<file path="config.mk">
export PLATFORM = sky130hd
export DESIGN_NAME = fetch_queue
export DESIGN_NICKNAME = d
export VERILOG_FILES = /design/src/rtl/fetch_queue.sv
export SDC_FILE = /design/constraint.sdc
export NUM_CORES = 1
export LEC_CHECK = 0
export CORE_MARGIN = 5
export CORE_UTILIZATION = 51
export CTS_BUF_LIST = sky130_fd_sc_hd__clkbuf_8
export CTS_CLUSTER_SIZE = 40
export DETAILED_ROUTE_END_ITERATION = 8
export GPL_TIMING_DRIVEN = 0
export PLACE_DENSITY_LB_ADDON = 0.12
export REMOVE_ABC_BUFFERS = 1
export SKIP_LAST_GASP = 1
export SYNTH_ARGS = -nofsm -noshare
export SYNTH_HDL_FRONTEND = slang
export SYNTH_SLANG_ARGS = --single-unit
</file>
<file path="constraint.sdc">
create_clock -name clk -period 3.43 [get_ports clk]
set_input_delay 0.5145 -clock clk [delete_from_list [all_inputs] [get_ports clk]]
set_output_delay 0.5145 -clock clk [all_outputs]
set_load 0.02 [all_outputs]
</file>
<file path="src/rtl/fetch_queue.sv">
`timescale 1ns/1ps
// fetch_queue: FIFO of fetched instruction packets between fetch and decode.
// A flush discards every entry; an empty queue presents a NOP bubble to decode.
module fetch_queue #(
  parameter int               WIDTH    = 32,
  parameter int               DEPTH    = 4,
  parameter logic [WIDTH-1:0] NOP_INST = 32'h00000013
) (
  input  logic                   clk,
  input  logic                   rst,
  input  logic                   enq_valid,
  output logic                   enq_ready,
  input  logic [WIDTH-1:0]       enq_pc,
  input  logic [WIDTH-1:0]       enq_inst,
  input  logic [WIDTH-1:0]       enq_normal,
  input  logic                   enq_bp_en,
  input  logic                   enq_bp_decision,
  output logic                   deq_valid,
  input  logic                   deq_ready,
  output logic [WIDTH-1:0]       deq_pc,
  output logic [WIDTH-1:0]       deq_inst,
  output logic [WIDTH-1:0]       deq_normal,
  output logic                   deq_bp_en,
  output logic                   deq_bp_decision,
  input  logic                   flush,
  output logic [$clog2(DEPTH):0] count
);

  localparam int PTR_W = $clog2(DEPTH);
  localparam int CNT_W = PTR_W + 1;

  typedef struct packed {
    logic [WIDTH-1:0] pc;
    logic [WIDTH-1:0] inst;
    logic [WIDTH-1:0] normal;
    logic             bp_en;
    logic             bp_decision;
  } pkt_t;

  pkt_t             mem_q [DEPTH];
  logic [PTR_W-1:0] wr_ptr_q, wr_ptr_d;
  logic [PTR_W-1:0] rd_ptr_q, rd_ptr_d;
  logic [CNT_W-1:0] count_q, count_d;
  logic             enq_fire, deq_fire, wr_en;
  pkt_t             enq_pkt, head;

  assign enq_ready = (count_q != CNT_W'(DEPTH));
  assign deq_valid = (count_q != '0);
  assign enq_fire  = enq_valid && enq_ready;
  assign deq_fire  = deq_valid && deq_ready;
  assign wr_en     = enq_fire && !flush;

  assign enq_pkt = '{pc: enq_pc, inst: enq_inst, normal: enq_normal,
                     bp_en: enq_bp_en, bp_decision: enq_bp_decision};

  always_comb begin
    wr_ptr_d = wr_ptr_q;
    rd_ptr_d = rd_ptr_q;
    count_d  = count_q;
    if (flush) begin
      wr_ptr_d = '0;
      rd_ptr_d = '0;
      count_d  = '0;
    end else begin
      // Pointers wrap naturally since DEPTH is a power of two.
      if (enq_fire) wr_ptr_d = wr_ptr_q + PTR_W'(1);
      if (deq_fire) rd_ptr_d = rd_ptr_q + PTR_W'(1);
      if (enq_fire && !deq_fire)      count_d = count_q + CNT_W'(1);
      else if (deq_fire && !enq_fire) count_d = count_q - CNT_W'(1);
    end
  end

  always_ff @(posedge clk or negedge rst) begin
    if (!rst) begin
      wr_ptr_q <= '0;
      rd_ptr_q <= '0;
      count_q  <= '0;
    end else begin
      wr_ptr_q <= wr_ptr_d;
      rd_ptr_q <= rd_ptr_d;
      count_q  <= count_d;
    end
  end

  // Storage holds whole packets and is deliberately left uninitialised on reset.
  always_ff @(posedge clk) begin
    if (wr_en) mem_q[wr_ptr_q] <= enq_pkt;
  end

  always_comb begin
    head      = '0;
    head.inst = NOP_INST;
    if (count_q != '0) head = mem_q[rd_ptr_q];
  end

  assign deq_pc          = head.pc;
  assign deq_inst        = head.inst;
  assign deq_normal      = head.normal;
  assign deq_bp_en       = head.bp_en;
  assign deq_bp_decision = head.bp_decision;
  assign count           = count_q;

endmodule

</file>
==> impl_metrics.csv <==
group,metric,value,unit
pwr,p_comb_share,36.2,%
global_routing,grt_max_degree,53,
finish,diodes,0,
route,final_antenna_net_count,0,
pwr,leakage,6.149,nW
route,drtPass1Iterations,4,
global_routing,grt_pass1_vias,8088,
setup_path,arrival,2730,ps
setup_path,cp_top_family,"buffers and inverters",
route,dr_total_vias,7434,
timing,period_minus_slack,3248,ps
setup_path,cp.depth,5,
floorplanning,dieArea,0.03362,mm²
yosys,synth_seq_cells,399,
setup_path,crit_fanout,20,
setup_path,crit_buf_inv,3,
cts,cts.clk_slew.worst_paths,60,ps
floorplanning,initial_utilization,51.71,%
setup_path,worst_path_most_repeated_cell,"buf_16",
timing,slew_headroom,47.03,%
setup_path,cp-end-kind,"output pin",
setup_path,cp.required,2920,ps
cts,hold_buffers,0,
timing,slew_viol_final,0,
yosys,syn_avg_cell_area,22.44,µm²
route,dr.first_iter.drc_count,479,
setup_path,critPathMaxStageDelay,550,ps
timing,skew,18.33,ps
cts,tritoncts,"built",
setup_path,path_cells,"buf_16 -> buf_16 -> mux4_2 -> nor2b_1 -> clkdlybuf4s50_1",
timing,rsz0062_at_grt,"false",
hold_path,hold_path.class,"primary input to asynchronous set/reset pin",
route,drc,0,
timing,fmax,307.9,MHz
pwr,swShare,30.06,%
setup_path,criticalPathCategory,"flip-flop to output pin",
setup_path,critPathSlowestCell,"clkdlybuf4s50_1",
run_status,status,"finished clean",
route,wl_per_cell,22.21,µm
global_routing,grt_overflow,0,
yosys,yosysWarningCount,0,
pwr,vdd_drop_max,0.0004376,V
pwr,seq_power_share,40.6,%
job,max_cap_viol_count,0,
yosys,syn_area,0.01533,mm²
setup_path,rr_worst_depth,4,
cts,cts.htree.levels,2,
pwr,power_switching,4.249,mW
global_routing,antenna_found_initial,0,
global_routing,grt_pass1_wl,46050,µm
cts,cts-root-buf,"clkbuf_8",
floorplanning,die_h,183.4,µm
setup_path,start_kind,"flip-flop",
floorplanning,ioPinCount,206,
route,avgViaCountPerCell,5.442,
floorplanning,core,0.02964,mm²
cts,clock-sinks,399,
finish,syn_to_final_growth,25.34,%
yosys,synthCells,683,
cts,numCtsBuffers,60,
timing,setup_tns,0,ps
timing,finalCritPeriodShare,94.68,%
floorplanning,die_width,183.4,µm
yosys,ys_seq_area_share,77.95,%
floorplanning,num_rows,63,
timing,hold_viol,0,
finish,nets,1042,
cts,clock_latency,580,ps
pwr,power.internal,9.886,mW
placement,gpl.final_weighted_congestion,0.7534,
pwr,p_per_area,735.8,mW/mm²
route,wl,30340,µm
yosys,synth_cell_types,32,
finish,drive_gt1_share,20.18,%
global_routing,grt_usage,17.87,%
cts,clockBufferDepth,3,
timing,tightest_slew,794.6,ps
timing,finalSetupViolations,0,
placement,portBuffers,205,
timing,fin_hold_ws,222.2,ps
pwr,p_clk_share,23.3,%
placement,dp_hpwl,17250,µm
==> layout make-up <==
type	count	area, µm²
Fill cell	2059	10430
Sequential cell	399	11950
Clock inverter	43	168.9
Tap cell	390	488.0
Multi-Input combinational cell	239	3163
Inverter	8	30.03
Timing Repair Buffer	226	2566
Clock buffer	61	839.6
==> power by group through the flow <==
stage          Combinational [mW]  Sequential, mW  Clock, mW
2_1_floorplan                2.55            6.06          0
3_3_place_gp                 4.18            6.13          0
3_5_place_dp                 4.91            5.93          0
4_1_cts                      5.18            5.74       3.38
5_1_grt                      5.45            5.75       3.64
6_report                     5.12            5.73       3.29
==> synth_stat cells <==
library cell,n,share of area (%)
dfrtp_1,7,1.1
xor2_1,2,0.11
mux2_2,2,0.15
ha_1,4,0.33
o21a_1,2,0.098
and2_1,4,0.16
nor3b_1,1,0.049
nand3b_1,1,0.049
mux2i_1,1,0.065
mux4_2,98,14
or2_1,3,0.12
buf_2,10,0.33
inv_1,8,0.20
a31o_2,1,0.057
edfxtp_1,392,77
a21oi_1,2,0.065
and3_1,1,0.041
nor2b_1,95,3.9
nor3_1,1,0.033
nor2_1,8,0.20
buf_6,1,0.073
o311ai_0,1,0.057
o31ai_1,2,0.098
a211oi_1,1,0.049
a221oi_2,1,0.098
nand3_1,2,0.065
buf_4,10,0.49
fa_1,1,0.13
o311a_1,1,0.065
o21ai_0,3,0.098
clkbuf_1,16,0.39
nor3_4,1,0.11
==> registers in the layout, summed over array words and instances (netlist names) <==
| name | cells |
|---|---|
| mem_q | 392 |
| count | 3 |
| rd_ptr_q | 2 |
| wr_ptr_q | 2 |
==> layout by cell type (no fill, tap or decap), types with 2 or more instances in the layout <==
| master | count |
|---|---|
| inv_1 | 31 |
| o21ai_0 | 3 |
| or2_1 | 3 |
| clkbuf_8 | 61 |
| nand3_1 | 2 |
| ha_1 | 4 |
| a21oi_1 | 2 |
| and2_4 | 4 |
| dfrtp_1 | 5 |
| dfrtp_4 | 2 |
| edfxtp_1 | 392 |
| clkinv_2 | 6 |
| mux2_2 | 2 |
| nor2_1 | 8 |
| buf_8 | 2 |
| buf_16 | 14 |
| o31ai_1 | 2 |
| xor2_1 | 2 |
| clkdlybuf4s50_1 | 204 |
| nor2b_1 | 95 |
| clkinv_1 | 14 |
| mux4_2 | 98 |
| o21a_1 | 2 |
==> path summary, 6_finish.rpt <==
check,end,start,slack [ps]
worst max register to register,mem_q[1][64],count[1],780
worst min register to register,wr_ptr_q[0],wr_ptr_q[0],600
min in group clk,mem_q[3][70],enq_pc[4],570
worst min-delay path,count[1],rst,220
max in group asynchronous,rd_ptr_q[0],rst,2910
worst max-delay path,deq_normal[9],rd_ptr_q[0],180
==> timing repair <==
| action | CTS | global route |
|---|---|---|
| pin swaps | 1 | 0 |
| gates cloned | 2 | 1 |
| buffers inserted | 4 | 1 |
| resized for setup | 1 | 2 |
| setup endpoints to repair | 76 | 6 |
==> per-stage QoR <==
step	cell area, µm²	utilization (%)	std cells	total power, mW	setup slack, ps
2_1_floorplan	15130	-	646	8.609	-1884
3_3_place_gp	17670	59.62	1241	10.32	-4155
3_5_place_dp	18020	60.80	1254	10.83	55.64
4_1_cts	19150	64.62	1364	14.30	34.76
5_1_grt	19210	64.81	1366	14.84	31.87
6_report	19210	64.81	1366	14.13	182.4
==> layer usage <==
layer | GRT usage [%] | vias to the layer above | share of wire, %
met5 | 0 | - | 0
met4 | 4.172 | 0 | 1.6
met3 | 4.324 | 42 | 6.0
met2 | 31.16 | 205 | 52
met1 | 23.01 | 3887 | 40
li1 | - | 3300 | -
==> cell families (layout without fill, tap and decap cells) <==
family	after synthesis	count (layout)	synth area share [%]
AND/OR/NAND/NOR	117	117	4.702
adder cells (fa/ha/maj)	5	5	0.4572
flip-flops	399	399	77.95
XOR/XNOR	2	2	0.1143
AO/OA/AOI/OAI	14	14	0.6857
buffers and inverters	45	338	1.478
multiplexers	101	101	14.61
Power figures use the tool's default switching activity.
